<file path="src/rtl/hazard_flush_ctrl_pkg.sv">
// Shared pipeline-control types: controller state, NZCV bit positions and the
// request bundle the stages present to the hazard/flush controller.
package pipe_ctrl_pkg;
   localparam int REG_W = 4;

   typedef enum logic [1:0] {RUN, FLUSH, MEM_WAIT} state_t;

   typedef enum int {NZCV_V = 0, NZCV_C = 1, NZCV_Z = 2, NZCV_N = 3} nzcv_idx_t;

   typedef struct packed {
      logic [REG_W-1:0] id_src1;
      logic [REG_W-1:0] id_src2;
      logic             id_use_src1;
      logic             id_use_src2;
      logic [REG_W-1:0] exe_dest;
      logic             exe_wb_en;
      logic             exe_mem_read;
      logic [REG_W-1:0] mem_dest;
      logic             mem_wb_en;
      logic             exe_branch_tk;
      logic             exe_status_en;
      logic [3:0]       alu_status;
      logic             mem_access;
      logic             mem_ready;
   } ctrl_req_t;
endpackage

</file>
<file path="src/rtl/hazard_flush_ctrl_if.sv">
// Stage-side request bundle and the flush/freeze/status responses.
interface hazard_flush_ctrl_if import pipe_ctrl_pkg::*; #(parameter int CNT_W = 16);
   ctrl_req_t        req;
   logic             flush;
   logic             freeze_front;
   logic             bubble_id;
   logic             freeze_pipe;
   logic [3:0]       status_q;
   logic             mem_timeout;
   logic [CNT_W-1:0] stall_cycles;

   modport master (output req,
                   input  flush, freeze_front, bubble_id, freeze_pipe,
                          status_q, mem_timeout, stall_cycles);
   modport slave  (input  req,
                   output flush, freeze_front, bubble_id, freeze_pipe,
                          status_q, mem_timeout, stall_cycles);
endinterface

</file>
<file path="src/rtl/hazard_flush_ctrl_raw_hazard_detect.sv">
// Combinational RAW detection between the ID sources and EXE/MEM destinations.
module raw_hazard_detect import pipe_ctrl_pkg::*; #(
   parameter bit FWD_EN = 1'b1
) (
   input  logic [REG_W-1:0] src1,
   input  logic [REG_W-1:0] src2,
   input  logic             use_src1,
   input  logic             use_src2,
   input  logic [REG_W-1:0] exe_dest,
   input  logic             exe_wb_en,
   input  logic             exe_mem_read,
   input  logic [REG_W-1:0] mem_dest,
   input  logic             mem_wb_en,
   output logic             raw
);
   logic exe_hit1, exe_hit2, mem_hit1, mem_hit2, hit1, hit2;

   assign exe_hit1 = exe_wb_en & (src1 == exe_dest);
   assign exe_hit2 = exe_wb_en & (src2 == exe_dest);
   assign mem_hit1 = mem_wb_en & (src1 == mem_dest);
   assign mem_hit2 = mem_wb_en & (src2 == mem_dest);

   // With forwarding only a load in EXE cannot be bypassed in time.
   assign hit1 = FWD_EN ? (exe_mem_read & exe_hit1) : (exe_hit1 | mem_hit1);
   assign hit2 = FWD_EN ? (exe_mem_read & exe_hit2) : (exe_hit2 | mem_hit2);

   assign raw = (use_src1 & hit1) | (use_src2 & hit2);
endmodule

</file>
<file path="src/rtl/hazard_flush_ctrl.sv">
// Pipeline flush/freeze controller: RAW bubbles, multi-cycle branch flush,
// memory-wait freeze with sticky timeout, NZCV register and stall counter.
module hazard_flush_ctrl import pipe_ctrl_pkg::*; #(
   parameter bit FWD_EN       = 1'b1,
   parameter int FLUSH_CYCLES = 1,
   parameter int MEM_TIMEOUT  = 16,
   parameter int CNT_W        = 16
) (
   input logic               clk,
   input logic               rst,
   hazard_flush_ctrl_if.slave bus
);
   localparam int FL_W = (FLUSH_CYCLES > 1) ? $clog2(FLUSH_CYCLES + 1) : 1;
   localparam int WT_W = (MEM_TIMEOUT > 1) ? $clog2(MEM_TIMEOUT + 1) : 1;

   ctrl_req_t        r;
   state_t           state, state_nx;
   logic [FL_W-1:0]  fl_cnt, fl_cnt_nx;
   logic [WT_W-1:0]  wait_cnt, wait_cnt_nx;
   logic             timeout_set;
   logic             raw, mem_stall;
   logic             flush_c, freeze_c, bubble_c;
   logic [3:0]       status_r;
   logic             timeout_r;
   logic [CNT_W-1:0] stall_r;

   assign r = bus.req;

   raw_hazard_detect #(.FWD_EN(FWD_EN)) u_raw (
      .src1(r.id_src1), .src2(r.id_src2),
      .use_src1(r.id_use_src1), .use_src2(r.id_use_src2),
      .exe_dest(r.exe_dest), .exe_wb_en(r.exe_wb_en), .exe_mem_read(r.exe_mem_read),
      .mem_dest(r.mem_dest), .mem_wb_en(r.mem_wb_en),
      .raw(raw)
   );

   assign mem_stall = r.mem_access & ~r.mem_ready;

   // A taken branch held in EXE during a memory wait flushes once the wait ends.
   assign freeze_c = ~rst & mem_stall;
   assign flush_c  = ~rst & ((~mem_stall & r.exe_branch_tk) | (state == FLUSH));
   assign bubble_c = ~rst & raw & ~flush_c & ~mem_stall;

   assign bus.flush        = flush_c;
   assign bus.freeze_front = bubble_c;
   assign bus.bubble_id    = bubble_c;
   assign bus.freeze_pipe  = freeze_c;
   assign bus.status_q     = status_r;
   assign bus.mem_timeout  = timeout_r;
   assign bus.stall_cycles = stall_r;

   always_comb begin
      state_nx    = state;
      fl_cnt_nx   = fl_cnt;
      wait_cnt_nx = wait_cnt;
      timeout_set = 1'b0;
      case (state)
         RUN: begin
            if (mem_stall) begin
               state_nx    = MEM_WAIT;
               wait_cnt_nx = WT_W'(1);
            end else if (r.exe_branch_tk && FLUSH_CYCLES > 1) begin
               state_nx  = FLUSH;
               fl_cnt_nx = FL_W'(FLUSH_CYCLES - 1);
            end
         end
         FLUSH: begin
            fl_cnt_nx = fl_cnt - FL_W'(1);
            if (fl_cnt == FL_W'(1)) begin
               if (mem_stall) begin
                  state_nx    = MEM_WAIT;
                  wait_cnt_nx = WT_W'(1);
               end else begin
                  state_nx = RUN;
               end
            end
         end
         MEM_WAIT: begin
            if (mem_stall) begin
               if (wait_cnt == WT_W'(MEM_TIMEOUT)) timeout_set = 1'b1;
               if (wait_cnt != '1) wait_cnt_nx = wait_cnt + WT_W'(1);
            end else begin
               state_nx    = RUN;
               wait_cnt_nx = '0;
            end
         end
         default: state_nx = RUN;
      endcase
   end

   always_ff @(posedge clk or posedge rst) begin
      if (rst) begin
         state     <= RUN;
         fl_cnt    <= '0;
         wait_cnt  <= '0;
         status_r  <= '0;
         timeout_r <= 1'b0;
         stall_r   <= '0;
      end else begin
         state     <= state_nx;
         fl_cnt    <= fl_cnt_nx;
         wait_cnt  <= wait_cnt_nx;
         timeout_r <= timeout_r | timeout_set;
         // The EXE instruction survives its own flush, so only a freeze blocks it.
         if (r.exe_status_en && !mem_stall) status_r <= r.alu_status;
         if ((bubble_c || freeze_c) && stall_r != '1) stall_r <= stall_r + CNT_W'(1);
      end
   end
endmodule

</file>
<file path="src/flat_wrapper.sv">
// flat-port wrapper written by rule: the top's interface ports become plain ports
module hazard_flush_ctrl_flat import pipe_ctrl_pkg::*;
#(
   parameter bit FWD_EN       = 1'b1,
   parameter int FLUSH_CYCLES = 1,
   parameter int MEM_TIMEOUT  = 16,
   parameter int CNT_W        = 16
)
  (clk, rst, bus_req, bus_flush, bus_freeze_front, bus_bubble_id, bus_freeze_pipe, bus_status_q, bus_mem_timeout, bus_stall_cycles);
  hazard_flush_ctrl_if #(.CNT_W(CNT_W)) bus_i ();
  input logic clk;
  input logic rst;
  input wire logic [$bits(bus_i.req)-1:0] bus_req;
  output wire logic [$bits(bus_i.flush)-1:0] bus_flush;
  output wire logic [$bits(bus_i.freeze_front)-1:0] bus_freeze_front;
  output wire logic [$bits(bus_i.bubble_id)-1:0] bus_bubble_id;
  output wire logic [$bits(bus_i.freeze_pipe)-1:0] bus_freeze_pipe;
  output wire logic [$bits(bus_i.status_q)-1:0] bus_status_q;
  output wire logic [$bits(bus_i.mem_timeout)-1:0] bus_mem_timeout;
  output wire logic [$bits(bus_i.stall_cycles)-1:0] bus_stall_cycles;
  assign bus_i.req = bus_req;
  assign bus_flush = bus_i.flush;
  assign bus_freeze_front = bus_i.freeze_front;
  assign bus_bubble_id = bus_i.bubble_id;
  assign bus_freeze_pipe = bus_i.freeze_pipe;
  assign bus_status_q = bus_i.status_q;
  assign bus_mem_timeout = bus_i.mem_timeout;
  assign bus_stall_cycles = bus_i.stall_cycles;
  hazard_flush_ctrl #(.FWD_EN(FWD_EN), .FLUSH_CYCLES(FLUSH_CYCLES), .MEM_TIMEOUT(MEM_TIMEOUT), .CNT_W(CNT_W)) u_core (.clk(clk), .rst(rst), .bus(bus_i));
endmodule
</file>
<file path="config.mk">
export PLATFORM = sky130hd
export DESIGN_NAME = hazard_flush_ctrl_flat
export DESIGN_NICKNAME = d
export VERILOG_FILES = /design/src/rtl/hazard_flush_ctrl_pkg.sv /design/src/rtl/hazard_flush_ctrl_if.sv /design/src/rtl/hazard_flush_ctrl_raw_hazard_detect.sv /design/src/rtl/hazard_flush_ctrl.sv /design/src/flat_wrapper.sv
export SDC_FILE = /design/constraint.sdc
export NUM_CORES = 1
export LEC_CHECK = 0
export ABC_AREA = 1
export CAP_MARGIN = 0
export CORE_ASPECT_RATIO = 0.7
export CORE_MARGIN = 4
export CORE_UTILIZATION = 37
export DETAILED_ROUTE_END_ITERATION = 10
export PLACE_DENSITY = 0.66
export SYNTH_ARGS = -nofsm -noshare
export SYNTH_HDL_FRONTEND = slang
export SYNTH_HIERARCHICAL = 1
export SYNTH_SLANG_ARGS = --single-unit
</file>
<file path="constraint.sdc">
create_clock -name clk -period 2.9 [get_ports clk]
set_input_delay 0.58 -clock clk [delete_from_list [all_inputs] [get_ports clk]]
set_output_delay 0.58 -clock clk [all_outputs]
set_load 0.02 [all_outputs]
</file>
==> metrics.yaml <==
sta:
  slew_headroom_pct: 57.2
  worstMarginPinSlew_ns: 0.635
  min_period_ns: 2.61
  hold_viol_final: 0
  worst_clock_skew_ns: 0.00336
  fin_crit_sh_pct: 90.0
  rsz0062_at_grt: "false"
  drv_slew: 0
  fmax_mhz: 383
  setup_viol: 0
  layout_setup_ws_ns: 0.290
layout:
  antenna-diode-count: 0
  post-route-cell-area_um2: 2350
  final_layout_size_suffix_gt1_share_pct: 11.2
  n_fill_cell: 448
  nets: 331
  syn_to_final_growth_pct: 34.9
clock_network:
  clkLatencyLatePin_ns: 0.28
  cts_setup_buffers: 0
  cts_made_buffers: 3
  clockBufferDepth: 2
  cts_htree_levels: 1
  clk_pin_slew_ns: 0.10
  cts_hold_buf: 0
  clock-root-buffer: "clkbuf_8"
  cts_tree: "yes"
  cts_sinks: 27
die:
  fp-row-count: 20
  dieArea_um2: 5900
  initial_core_util_pct: 39.2
  die_w_um: 90.1
  die_height_um: 65.5
  fp.coreArea_um2: 4450
  pin_count: 56
route:
  wl_per_cell_um: 11.7
  ant_nets: 0
  dr.pass1.iters: 4
  vias_per_cell: 4.66
  totalWireLength_um: 4090
  vias: 1630
  drc: 0
  drt_iter0_markers: 106
grt:
  antenna_found_initial: 0
  grt.total_usage_pct: 14.8
  first_global_vias: 1520
  grt_max_degree: 28
  overflow: 0
  grt_pass1_wl_um: 7130
yosys:
  yosysTopAreaCell: "dfrtp_1"
  synthArstFlopShare_pct: 100
  synth_top_area_share_pct: 38.7
  ys_top_cells_by_count: "nand2_1, inv_1, nor2_1, dfrtp_1, o21ai_0"
  yosysSeqAreaShare_pct: 38.7
  yosys.cell_types.count: 27
  synth.most_common_cell: "nand2_1"
  ys_ff_latch: 27
  synth_area_per_cell_um2: 7.27
  syn_nets: 275
  syn_inst: 240
  synth_area_leaders: "dfrtp_1, nand2_1, inv_1, nor2_1, o21ai_0"
  synth-main-ff-cell: "dfrtp_1"
  synth-edff-count: 0
  synth_area_um2: 1750
  yosys_warnings: 6
pwr:
  finalPower_w: 0.00103
  peakVddDrop_mv: 0.324
  powerDensity_nw_per_um2: 436
  p_leak_nw: 1.08
status:
  status: "complete, no violations"
worst_setup_path:
  start_kind: "input pin"
  crit_path_end_kind: "output pin"
  critical_path_class: "input pin to output pin"
  reg2reg_slack_ns: 1.14
  critPathRequiredTime_ns: 2.32
  crit_path_max_fanout: 6
  worstPathArrival_ns: 2.03
placed_design:
  dp_slack_ns: -0.124
  numPortBuffers: 50
  gp_congestion: 0.835
  placed_area_um2: 2310
  post-dp-hpwl_um: 3170
worst_hold_path:
  hold_class: "flip-flop to flip-flop"
run:
  cap_violations: 0
==> registers in the layout, indices dropped and copies added, names as in the netlist <==
name,count
u_core/wait_cnt,5
u_core/bus.status_q,4
u_core/bus.stall_cycles,16
u_core/bus.mem_timeout,1
u_core/state,1
==> power by group <==
group | internal [W] | switching (W)
logic | 0.000159 | 0.000165
registers | 0.000420 | 0.0000545
clock network | 0.000101 | 0.000129
total | 0.000679 | 0.000349
==> logic make-up after synthesis <==
group | share of synthesized area (%)
XOR/XNOR | 4.01
flip-flops | 38.7
AND/OR/NAND/NOR | 33.3
adder cells (fa/ha/maj) | 2.87
AO/OA/AOI/OAI | 9.75
buffers and inverters | 8.82
multiplexers | 2.58
==> stage by stage <==
| step | utilization [%] | TNS [ns] | std cells | hold slack [ns] |
|---|---|---|---|---|
| floorplan | - | 0 | 240 | 0.486 |
| global placement | 52.0 | -0.189 | 346 | 0.457 |
| detailed placement | 52.0 | -0.242 | 346 | 0.459 |
| CTS | 53.0 | 0 | 350 | 0.484 |
| global route | 52.9 | 0 | 350 | 0.517 |
| finish | 52.9 | 0 | 350 | 0.476 |
==> timing repair <==
action                     CTS  global route
setup endpoints to repair    2             2
resized for setup            2             4
gates cloned                 0             0
==> critical path, cell delays in order <==
cell,delay (ns)
clkdlybuf4s50_1,0.45
inv_1,0.04
nand2_2,0.09
inv_1,0.10
nor3_1,0.13
clkdlybuf4s50_1,0.62
==> routing by layer <==
metal  vias up  track usage [%]  wire length [um]
li1        859                -                 -
met1       725             21.0              2160
met2        44             23.0              1670
met3         2             4.46               251
met4         0             1.72                 8
met5         -                0                 0
==> path summary, 6_finish.rpt <==
path | start | endpoint | cells past startpoint
setup / recovery | bus_req[0] | bus_flush | 6
hold reg to reg | u_core/bus.mem_timeout | u_core/bus.mem_timeout | 1
min in group asynchronous | rst | u_core/state[1] | 3
max in group asynchronous | rst | u_core/bus.stall_cycles[11] | 3
setup reg to reg | u_core/wait_cnt[0] | u_core/wait_cnt[1] | 8
hold / removal | u_core/bus.mem_timeout | u_core/bus.mem_timeout | 1
==> cells in the final DEF, fill, tap and decap left out, types with 5 or more instances in the layout <==
cell	count
nand2_1	80
clkdlybuf4s50_1	48
inv_1	32
nor2_1	30
dfrtp_1	27
o21ai_0	12
nand3_1	11
xnor2_1	6
o21ai_2	5
==> final cells by class <==
class / instances / area [um^2] / area share (%)
Multi-Input combinational cell: 177 / 916 / 38.9
Timing Repair Buffer: 54 / 520 / 22.1
Inverter: 33 / 124 / 5.26
Clock inverter: 1 / 8.76 / 0.372
Sequential cell: 27 / 676 / 28.7
Tap cell: 55 / 68.8 / 2.92
Clock buffer: 3 / 41.3 / 1.75
(Power assumes the default switching activity.)
